[config.mk]
export PLATFORM = sky130hd
export DESIGN_NAME = sw_digit_buffer
export DESIGN_NICKNAME = d
export VERILOG_FILES = /design/src/rtl/sw_digit_buffer.sv
export SDC_FILE = /design/constraint.sdc
export NUM_CORES = 1
export LEC_CHECK = 0
export BUFFER_PORTS_ARGS = -buffer_cell sky130_fd_sc_hd__buf_4
export CAP_MARGIN = 10
export CORE_ASPECT_RATIO = 0.7
export CORE_MARGIN = 3
export CORE_UTILIZATION = 55
export CTS_CLUSTER_DIAMETER = 150
export DETAILED_ROUTE_END_ITERATION = 8
export GPL_ROUTABILITY_DRIVEN = 0
export PLACE_DENSITY = 0.83
export SYNTH_ARGS = -nofsm -noshare
export SYNTH_HDL_FRONTEND = slang
export SYNTH_SLANG_ARGS = --single-unit
[constraint.sdc]
create_clock -name clk -period 3.4 [get_ports clk]
set_input_delay 0 -clock clk [delete_from_list [all_inputs] [get_ports clk]]
set_output_delay 0 -clock clk [all_outputs]
set_load 0.02 [all_outputs]
[src/rtl/sw_digit_buffer.sv]
// Digit-entry buffer: shifts accepted decoder digits into a multi-digit
// register with backspace, clear and commit, and holds the last committed value.
module sw_digit_buffer #(
  parameter int DIGITS    = 4,
  parameter int MAX_DIGIT = 9
) (
  input  logic                          clk,
  input  logic                          rst,
  input  logic [3:0]                    hex,
  input  logic                          pulse,
  input  logic                          del,
  input  logic                          clr,
  input  logic                          enter,
  output logic [4*DIGITS-1:0]           buf_out,
  output logic [$clog2(DIGITS+1)-1:0]   count,
  output logic                          full,
  output logic [4*DIGITS-1:0]           data_out,
  output logic                          valid
);

  localparam int CW = $clog2(DIGITS + 1);
  localparam int BW = 4 * DIGITS;
  localparam logic [CW-1:0] DIGITS_C = CW'(DIGITS);
  localparam logic [CW-1:0] ONE_C    = CW'(1);
  localparam logic [3:0]    MAX_HEX  = 4'(MAX_DIGIT);

  typedef enum logic [1:0] {
    ST_EMPTY,
    ST_EDIT,
    ST_FULL
  } state_t;

  typedef enum logic [2:0] {
    ACT_NONE,
    ACT_CLR,
    ACT_ENTER,
    ACT_DEL,
    ACT_DIGIT
  } act_t;

  state_t          state_reg, state_next;
  act_t            act;
  logic [BW-1:0]   buf_reg, buf_next;
  logic [BW-1:0]   data_reg, data_next;
  logic [CW-1:0]   count_reg, count_next;
  logic            valid_reg, valid_next;
  logic [BW-1:0]   shift_in;
  logic [BW-1:0]   shift_out;

  // Per-slot shift network; slot 0 holds the newest digit.
  genvar gi;
  generate
    for (gi = 0; gi < DIGITS; gi++) begin : g_slot
      if (gi == 0) begin : g_first
        assign shift_in[3:0] = hex;
      end else begin : g_rest
        assign shift_in[4*gi +: 4] = buf_reg[4*(gi-1) +: 4];
      end
      if (gi == DIGITS - 1) begin : g_last
        assign shift_out[4*gi +: 4] = 4'h0;
      end else begin : g_inner
        assign shift_out[4*gi +: 4] = buf_reg[4*(gi+1) +: 4];
      end
    end
  endgenerate

  // One action per cycle; lower-priority requests are dropped, not queued.
  always_comb begin
    act = ACT_NONE;
    if (clr) begin
      act = ACT_CLR;
    end else if (enter) begin
      act = ACT_ENTER;
    end else if (del) begin
      act = ACT_DEL;
    end else if (pulse && (hex <= MAX_HEX)) begin
      act = ACT_DIGIT;
    end
  end

  always_comb begin
    buf_next   = buf_reg;
    count_next = count_reg;
    data_next  = data_reg;
    valid_next = 1'b0;
    state_next = state_reg;

    case (act)
      ACT_CLR: begin
        buf_next   = '0;
        count_next = '0;
      end
      ACT_ENTER: begin
        if (state_reg != ST_EMPTY) begin
          data_next  = buf_reg;
          valid_next = 1'b1;
          buf_next   = '0;
          count_next = '0;
        end
      end
      ACT_DEL: begin
        if (state_reg != ST_EMPTY) begin
          buf_next   = shift_out;
          count_next = count_reg - ONE_C;
        end
      end
      ACT_DIGIT: begin
        if (state_reg != ST_FULL) begin
          buf_next   = shift_in;
          count_next = count_reg + ONE_C;
        end
      end
      default: begin
      end
    endcase

    // State tracks the digit count it will hold after this edge.
    if (count_next == '0) begin
      state_next = ST_EMPTY;
    end else if (count_next == DIGITS_C) begin
      state_next = ST_FULL;
    end else begin
      state_next = ST_EDIT;
    end
  end

  always_ff @(posedge clk) begin
    if (rst) begin
      state_reg <= ST_EMPTY;
      buf_reg   <= '0;
      count_reg <= '0;
      data_reg  <= '0;
      valid_reg <= 1'b0;
    end else begin
      state_reg <= state_next;
      buf_reg   <= buf_next;
      count_reg <= count_next;
      data_reg  <= data_next;
      valid_reg <= valid_next;
    end
  end

  assign buf_out  = buf_reg;
  assign count    = count_reg;
  assign full     = (count_reg == DIGITS_C);
  assign data_out = data_reg;
  assign valid    = valid_reg;

endmodule

==> results of run 1 <==
==> layer usage <==
layer  wire, µm  up-vias  global-route usage (%)
li1           -      763                       -
met1       1870      745                    30.3
met2       2030       74                    37.5
met3        409       10                    6.64
met4         93        0                    14.2
met5          0        -                       0
==> cells by family (layout without fill, tap and decap cells) <==
family / Yosys count / after routing
simple gates: 74 / 74
compound gates: 59 / 59
flops: 38 / 38
buf+inv: 16 / 55
fa+ha+maj: 4 / 4
xor+xnor: 2 / 2
mux: 1 / 1
==> synthesized netlist by cell type, types with 4 or more instances <==
| cell | count | area share, % |
|---|---|---|
| buf_2 | 5 | 1.4 |
| ha_1 | 4 | 2.8 |
| a22oi_1 | 13 | 5.5 |
| nor2_2 | 10 | 3.6 |
| nor2_1 | 8 | 1.7 |
| nand2_1 | 38 | 8.1 |
| buf_6 | 5 | 3.2 |
| dfxtp_1 | 38 | 43 |
| o21ai_1 | 5 | 1.4 |
| nand4_1 | 4 | 1.4 |
| a211oi_2 | 12 | 8.5 |
| a21oi_1 | 21 | 6.0 |
==> layout by cell type, fill, tap and decap left out, types with 4 or more instances in the layout <==
| cell | n |
|---|---|
| nor2_1 | 8 |
| a22oi_1 | 13 |
| ha_1 | 4 |
| a211oi_2 | 12 |
| nand2_1 | 38 |
| nand4_1 | 4 |
| clkbuf_8 | 6 |
| o21ai_1 | 5 |
| dfxtp_1 | 38 |
| buf_4 | 46 |
| nor2_2 | 10 |
| a21oi_1 | 21 |
==> layout make-up <==
cell class              count  share of cell area, %
flip-flops and latches     38                   35.6
well taps                  36                   2.11
multi-input cells         140                   41.8
repair buffers             46                   16.1
inverters                   3                  0.526
clock buffers               6                   3.86
==> path summary, 6_finish.rpt <==
check	start	to	slack (ns)	depth (start not counted)
max reg2reg	state_reg[1]$_SDFF_PP0_	buf_out[7]$_SDFFE_PP0P_	1.64	5
min	rst	count[1]$_SDFF_PP0_	0.12	2
max	state_reg[1]$_SDFF_PP0_	buf_out[7]$_SDFFE_PP0P_	1.64	5
min reg2reg	data_out[9]$_SDFFE_PP0P_	data_out[9]$_SDFFE_PP0P_	0.46	2
==> power by group <==
group	internal [W]	leakage [nW]	total [W]	switching, W
logic	0.0000451	0.453	0.000115	0.0000702
registers	0.000457	0.308	0.000478	0.0000202
clock network	0.000156	0.0431	0.000300	0.000144
total	0.000658	0.804	0.000893	0.000234
==> through the flow <==
step / std cells / power (W) / instance area, µm² / util, %
detailed placement: 263 / 0.000601 / 2060 / 70.4
floorplan: 194 / 0.000565 / 1760 / -
CTS: 269 / 0.000896 / 2140 / 73.2
global placement: 263 / 0.000596 / 2060 / 70.4
global route: 269 / 0.000926 / 2140 / 73.2
finish: 269 / 0.000893 / 2140 / 73.2
==> results.md, run 1 <==
* Full die area at 3920 µm²
* HP Class: primary input to flip-flop
* Clock sink count at 38
* Number of distinct library cells after synthesis at 34
* Tcrit/Tclk final at 51.8%
* PortBufs at between 40 and 50
* CTS H-Tree Depth at 2
* Total track usage at 24.3%
* Peak VDD IR at 280 µV
* Worst stage delay on the critical path at between 0.5 and 0.6 ns
* Antenna violations before repair at 0
* Synth Area in XOR/XNOR at 0.996%
* Post-synthesis mux area share at 0.569%
* Multi-input gate area at 895 µm²
* First-pass GRT wire length at about 7 mm
* Yosys Warn Count at 0
* Post-Synth Simple-Gate Area at 20.9%
* Skew final at 0.00946 ns
* # setup viols final at 0
* Avg Cell Area, Syn at 9.07 µm²
* Post-place setup slack at 1.59 ns
* TritonCTS Buffers at 5
* Register area share after synthesis at 43.2%
* Post-route ant nets at 0
* Bufs on Longest Clock Path at 2
* Actual transition at the worst max-transition pin at 0.930 ns
* Vias per cell at roughly 5.9
* Post-route setup TNS at 0 ns
* Die extent in y at 53.3 µm
* Setup crit start kind: flip-flop
* GR Overflow Total at 0
* Compound-Gate Fraction of Synth Area at 25.5%
* Status: finished, final reports clean
* Post-synth ARST share at 0%
* DR iter-0 viols at between 150 and 200
* Dpl hpwl at 3.23 mm
* LEAKAGE at about 0.80 nW
* Top delay family on crit path: compound AO/OA/AOI/OAI gates
* Minimum clock period at 1.76 ns
* Synthesized-area fraction occupied by adder cells at 2.84%
* Number of diodes at 0
* Synthesis-to-layout area growth at 21.6%
* Initial Utilization at between 60% and 70%
* Core outline area at just under 3000 µm²
* Largest net degree at the start of global routing at 35
* Ys flop type: dfxtp_1
* Hold slack at 0.121 ns
* Worst-path clk slew at 0.06 ns
* Hold-fix buffers, CTS at 0
* Drt total wl at 4.41 mm
* F_max at 0.568 GHz
* Register area at 761 µm²
* First-pass DRT Iterations at 4
* Largest family of logic cells by synthesized area: compound AO/OA/AOI/OAI gates
* Gate count after technology mapping at 194
* Layout cells sized above 1 at around 34%
* Row Count at 16
* Post-synth EDFFs at 0
* CP Max Fanout at 32
* RSZ-0062 raised after global routing: false
* Crit end category: flip-flop
* Max-slew headroom at 37.7%
* Vias post-DR at 1592
* Final net count at 248
* Pwr dens at 417 nW/µm²
* Final worst slack at 1.64 ns
* DRC at 0
* CTS tree: yes
* Routed wire length per instance at 16.4 µm
* Final hold vios at 0
* Critical path type: flip-flop to flip-flop
* Worst EP arrival at 1.97 ns
* Max-cap violations at 0
* Flops & latches, synth at 38
* Post-cts sizing count at 0
* Post-CTS Setup Repair Bufs at 0
* Max Transition Viols Final at 0
* Crit-path cells: nor3b_1, o21bai_1, o211a_4, nor2_1, a211oi_2
* Slowest-stage cell, CP: o211a_4
* Clk_lat worst skew at 0.29 ns
* Number of global-route vias before repair at between 1000 and 1500
* Synth Net Count at 208
* # fillers at 224
* Clk Tree Root Cell: clkbuf_8
* I/O pin count at 47
* Syn Std Cell Area at 1760 µm²
* Worst endpoint required time at roughly 3.6 ns
* WP buf/inv at 0
* Chip width at 73.6 µm
Power figures use the tool's default switching activity.
==> run 2: changes to the inputs <==
--- a/config.mk
+++ b/config.mk
@@ -9,11 +9,11 @@
 export CAP_MARGIN = 10
 export CORE_ASPECT_RATIO = 0.7
 export CORE_MARGIN = 3
-export CORE_UTILIZATION = 55
+export CORE_UTILIZATION = 51
 export CTS_CLUSTER_DIAMETER = 150
 export DETAILED_ROUTE_END_ITERATION = 8
 export GPL_ROUTABILITY_DRIVEN = 0
-export PLACE_DENSITY = 0.83
+export PLACE_DENSITY = 0.78
 export SYNTH_ARGS = -nofsm -noshare
 export SYNTH_HDL_FRONTEND = slang
 export SYNTH_SLANG_ARGS = --single-unit
==> constraint.sdc (replaced) <==
create_clock -name clk -period 1.71 [get_ports clk]
set_input_delay 0 -clock clk [delete_from_list [all_inputs] [get_ports clk]]
set_output_delay 0 -clock clk [all_outputs]
set_load 0.02 [all_outputs]
==> results.md, run 2 (synthesized netlist as in run 1, its figures left out) <==
* LEAKAGE at 0.856 nW
* Setup crit start kind: flip-flop
* First-pass GRT wire length at 6.61 mm
* Routed wire length per instance at approximately 14 µm
* Worst stage delay on the critical path at ~0.35 ns
* CTS tree: yes
* Final hold vios at 0
* Clock power frac at 34.2%
* Most used cell, CP: a21oi_1
* # setup viols final at 0
* Tcrit/Tclk final at 94.3%
* HP Class: primary input to flip-flop
* Worst-path clk slew at approximately 0.07 ns
* Status: finished, final reports clean
* Core outline area at 3230 µm²
* First-pass DRT Iterations at 4
* Largest net degree at the start of global routing at 34
* Minimum clock period at between 1.5 and 2 ns
* Most frequent cells in the layout: buf_4 (52), nand2_1 (38), dfxtp_1 (38), a21oi_1 (21), a22oi_1 (13)
* Number of diodes at 0
* Drt total wl at 4.16 mm
* Antenna violations before repair at 0
* Clock sink count at 38
* Chip width at 76.2 µm
* Clk_lat worst skew at 0.29 ns
* Number of global-route vias before repair at 1305
* Peak VDD IR at 522 µV
* DR iter-0 viols at 84
* Critical path type: flip-flop to flip-flop
* Worst EP arrival at 1.79 ns
* Clk Tree Root Cell: clkbuf_8
* Vias per cell at 5.42
* Worst endpoint required time at 1.89 ns
* Max-slew headroom at between 50% and 60%
* Crit-path cells: nor2_2, ha_1, nor3b_1, a21oi_1, nor2_1, a21oi_1, and3_1
* Post-route ant nets at 0
* Slowest-stage cell, CP: dfxtp_1
* Top delay family on crit path: simple AND/OR/NAND/NOR gates
* Dpl hpwl at 3.08 mm
* PortBufs at 46
* DRC at 0
* Post-CTS Setup Repair Bufs at 0
* Bufs on Longest Clock Path at 2
* Sequential share of power at ~52%
* Placed Cells at approximately 280
* WP buf/inv at 0
* Layout cells sized above 1 at between 30% and 40%
* RSZ-0062 raised after global routing: true
* I/O pin count at 47
* Initial Utilization at 54.4%
* GR Overflow Total at 0
* TritonCTS Buffers at 5
* CP Max Fanout at 5
* Int Power at 0.00134 W
* Pwr dens at 813 nW/µm²
* Max Transition Viols Final at 0
* Crit end category: flip-flop
* Skew final at 0.00521 ns
* Die extent in y at 55.1 µm
* Max-cap violations at 0
* Post-route insts no fill at about 290
* Combinational share of power at between 10% and 20%
* Switching Share at 26.4%
* Total track usage at 20.6%
* Core Util, Final at 69.2%
* Commonest non-fill, non-tap cell in the layout: buf_4
* Psw at about 0.00048 W
* Total power at 0.00182 W
* Final net count at 255
* Row Count at 17
* CTS H-Tree Depth at 2
* F_max at 0.620 GHz
* Actual transition at the worst max-transition pin at 0.628 ns
* Vias post-DR at 1566
* Full die area at around 4200 µm²
* Synthesis-to-layout area growth at 27.1%
## run 2: power by group through the flow
stage / sequential [W] / clock, W / combinational [W]
final: 0.000947 / 0.000622 / 0.000248
after global routing: 0.000951 / 0.000680 / 0.000268
after CTS: 0.000945 / 0.000640 / 0.000248
after detailed placement: 0.000966 / 0 / 0.000247
after global placement: 0.000966 / 0 / 0.000243
after floorplan: 0.000983 / 0 / 0.000140
## run 2: path summary, 6_finish.rpt
path	slack, ns	cells past startpoint	startpoint	end
worst max-delay path	0.1	7	state_reg[1]$_SDFF_PP0_	state_reg[1]$_SDFF_PP0_
worst max register to register	0.1	7	state_reg[1]$_SDFF_PP0_	state_reg[1]$_SDFF_PP0_
worst min-delay path	0.1	3	hex[0]	buf_out[0]$_SDFFE_PP0P_
worst min register to register	0.46	2	data_out[4]$_SDFFE_PP0P_	data_out[4]$_SDFFE_PP0P_
## run 2: worst reg2reg max path, delay by kind of cell, from the launching register on
family	cells	cell delay (ns)
simple gates	4	0.72
flops	1	0.35
fa+ha+maj	1	0.28
compound gates	2	0.15
## run 2: timing repair
item / CTS / global route
gates resized for setup: 0 / 2
hold buffers: 0 / 0
setup endpoints to repair: 0 / 17
## run 2: final cells by class
type / instances / area [µm²]
inverter: 3 / 11.3
tap: 47 / 58.8
clock buffer: 7 / 86.3
sequential: 38 / 761
timing repair buffer: 53 / 410
fill: 292 / 997
clock inverter: 1 / 5.00
multi-input combinational: 140 / 903
## run 2: metrics by stage
stage / hold WS, ns / area (µm²) / setup TNS, ns / setup slack, ns
3_3_place_gp: 0.403 / 2140 / 0 / 0.129
2_1_floorplan: 0.209 / 1760 / 0 / 0.199
6_report: 0.0952 / 2240 / 0 / 0.0982
5_1_grt: 0.102 / 2240 / -0.00464 / -0.00464
3_5_place_dp: 0.397 / 2140 / 0 / 0.0829
4_1_cts: 0.0925 / 2230 / 0 / 0.0531
## run 2: metal layers
metal | track usage (%) | part of all wire [%] | up-vias
met1 | 29.6 | 52 | 731
met3 | 4.85 | 5.3 | 5
li1 | - | - | 782
met5 | 0 | 0 | -
met4 | 9.34 | 1.2 | 0
met2 | 29.4 | 41 | 48
==> run 3: changes to the inputs <==
--- a/config.mk
+++ b/config.mk
@@ -7,13 +7,15 @@
 export LEC_CHECK = 0
 export BUFFER_PORTS_ARGS = -buffer_cell sky130_fd_sc_hd__buf_4
 export CAP_MARGIN = 10
+export CELL_PAD_IN_SITES_DETAIL_PLACEMENT = 0
+export CELL_PAD_IN_SITES_GLOBAL_PLACEMENT = 1
 export CORE_ASPECT_RATIO = 0.7
 export CORE_MARGIN = 3
-export CORE_UTILIZATION = 51
+export CORE_UTILIZATION = 38
 export CTS_CLUSTER_DIAMETER = 150
 export DETAILED_ROUTE_END_ITERATION = 8
 export GPL_ROUTABILITY_DRIVEN = 0
-export PLACE_DENSITY = 0.78
+export PLACE_DENSITY_LB_ADDON = 0.1
 export SYNTH_ARGS = -nofsm -noshare
 export SYNTH_HDL_FRONTEND = slang
 export SYNTH_SLANG_ARGS = --single-unit
==> results.md, run 3 (synthesized netlist as in run 1, its figures left out) <==
* Status: finished, final reports clean
* Met1 WL at 2.29 mm
* LEAKAGE at 0.869 nW
* Skew final at ~0.0049 ns
* Crit-path cells: nor3b_1, o21bai_1, o211a_4, buf_12, nor2_1, a211oi_2
* Post-route setup TNS at 0 ns
* Max-cap violations at 0
* Dpl hpwl at around 3.3 mm
* PortBufs at 46
* Chip width at between 80 and 90 µm
* Combinational share of power at 11.4%
* Pwr dens at 937 nW/µm²
* Post-place setup slack at 0.117 ns
* Clk Tree Root Cell: clkbuf_8
* Psw at 0.000505 W
* Final net count at 254
* I/O pin count at between 40 and 50
* Final worst slack at 0.134 ns
* Antenna violations before repair at 0
* WP buf/inv at 1
* Full die area at roughly 5500 µm²
* Reg2reg path depth at 6
* Peak VDD IR at 499 µV
* Worst EP arrival at about 1.8 ns
* Minimum clock period at between 1.5 and 2 ns
* Routed wire length per instance at 14.9 µm
* Critical path type: flip-flop to flip-flop
* Clk_lat worst skew at 0.29 ns
* Sequential share of power at 44.5%
* HP Class: primary input to flip-flop
* CP Max Fanout at 32
* Routed length on met3 at about 300 µm
* Int Power at 0.00163 W
* First-pass GRT wire length at 6.94 mm
* Worst stage delay on the critical path at 0.41 ns
* Metal2 WL at 1.79 mm
* Tcrit/Tclk final at about 92%
* Max Transition Viols Final at 0
* CTS tree: yes
* Switching Share at a little under a quarter
* Final hold vios at 0
* RSZ-0062 raised after global routing: false
* Bufs on Longest Clock Path at 2
* Worst endpoint required time at 1.92 ns
* Clock sink count at 38
* Max-slew headroom at a little over 60%
* DRC at 0
* Drt total wl at approximately 4.4 mm
* Number of diodes at 0
* Hold-fix buffers, CTS at 0
* Highest metal used: met4
* # fillers at 413
* GR Overflow Total at 0
* Vias post-DR at 1551
* Clock power frac at approximately 44%
* Number of global-route vias before repair at 1339
* F_max at 0.634 GHz
* Worst hold stages at 2
* Setup crit start kind: flip-flop
* Row Count at 20
* TritonCTS Buffers at 5
* Total track usage at 16.0%
* Largest net degree at the start of global routing at 33
* Core outline area at 4400 µm²
* Vias per cell at approximately 5.2
* Synthesis-to-layout area growth at 29.8%
* Post-route ant nets at 0
* Actual transition at the worst max-transition pin at 0.594 ns
* DR iter-0 viols at 110
* Most frequent cells in the layout: buf_4 (51), nand2_1 (38), dfxtp_1 (38), a21oi_1 (21), a22oi_1 (13)
* Top delay family on crit path: compound AO/OA/AOI/OAI gates
* Commonest non-fill, non-tap cell in the layout: buf_4
* # setup viols final at 0
* Initial Utilization at between 30% and 40%
* Worst path depth at 6
* Die extent in y at 62.9 µm
* First-pass DRT Iterations at 5
* CTS H-Tree Depth at 2
* Slowest-stage cell, CP: dfxtp_1
* Worst-path clk slew at 0.08 ns
* Crit end category: flip-flop
* Layout cells sized above 1 at 36.5%
## run 3: metal layers
layer,track usage (%),vias up
met5,0,-
met4,4.02,0
met3,3.56,5
met2,22.1,49
met1,24.7,718
li1,-,779
## run 3: worst paths after layout
check | start | endpoint | slack (ns)
worst max-delay path | state_reg[1]$_SDFF_PP0_ | buf_out[6]$_SDFFE_PP0P_ | 0.13
worst min-delay path | rst | buf_out[8]$_SDFFE_PP0P_ | 0.05
worst max register to register | state_reg[1]$_SDFF_PP0_ | buf_out[6]$_SDFFE_PP0P_ | 0.13
worst min register to register | data_out[7]$_SDFFE_PP0P_ | data_out[7]$_SDFFE_PP0P_ | 0.46
## run 3: final cells by class
cell class | count | area (µm²) | share of cell area (%)
sequential | 38 | 761 | 33.3
inverter | 3 | 11.3 | 0.493
multi-input combinational | 140 | 897 | 39.3
clock buffer | 6 | 82.6 | 3.62
timing repair buffer | 52 | 403 | 17.6
clock inverter | 2 | 60.1 | 2.63
tap | 55 | 68.8 | 3.01
## run 3: repair_timing
action,in CTS,in global routing
endpoints found under the setup margin,0,4
setup buffers,0,0
resized for setup,0,1
## run 3: power by group through the flow
stage               registers, W  clock network, W  logic [W]
detailed placement      0.000971                 0   0.000245
finish                  0.000951          0.000944   0.000244
CTS                     0.000950          0.000960   0.000246
floorplan               0.000983                 0   0.000140
global placement        0.000970                 0   0.000241
global route            0.000954          0.000999   0.000261
## run 3: through the flow
step	std cells	hold slack (ns)	total power [W]	utilization (%)	instance area, µm²
after floorplan	194	0.209	0.00112	-	1760
after detailed placement	288	0.355	0.00122	48.6	2140
after CTS	296	0.0440	0.00216	51.8	2280
final	296	0.0496	0.00214	51.8	2280
after global routing	296	0.0533	0.00221	51.8	2280
after global placement	288	0.345	0.00121	48.6	2140
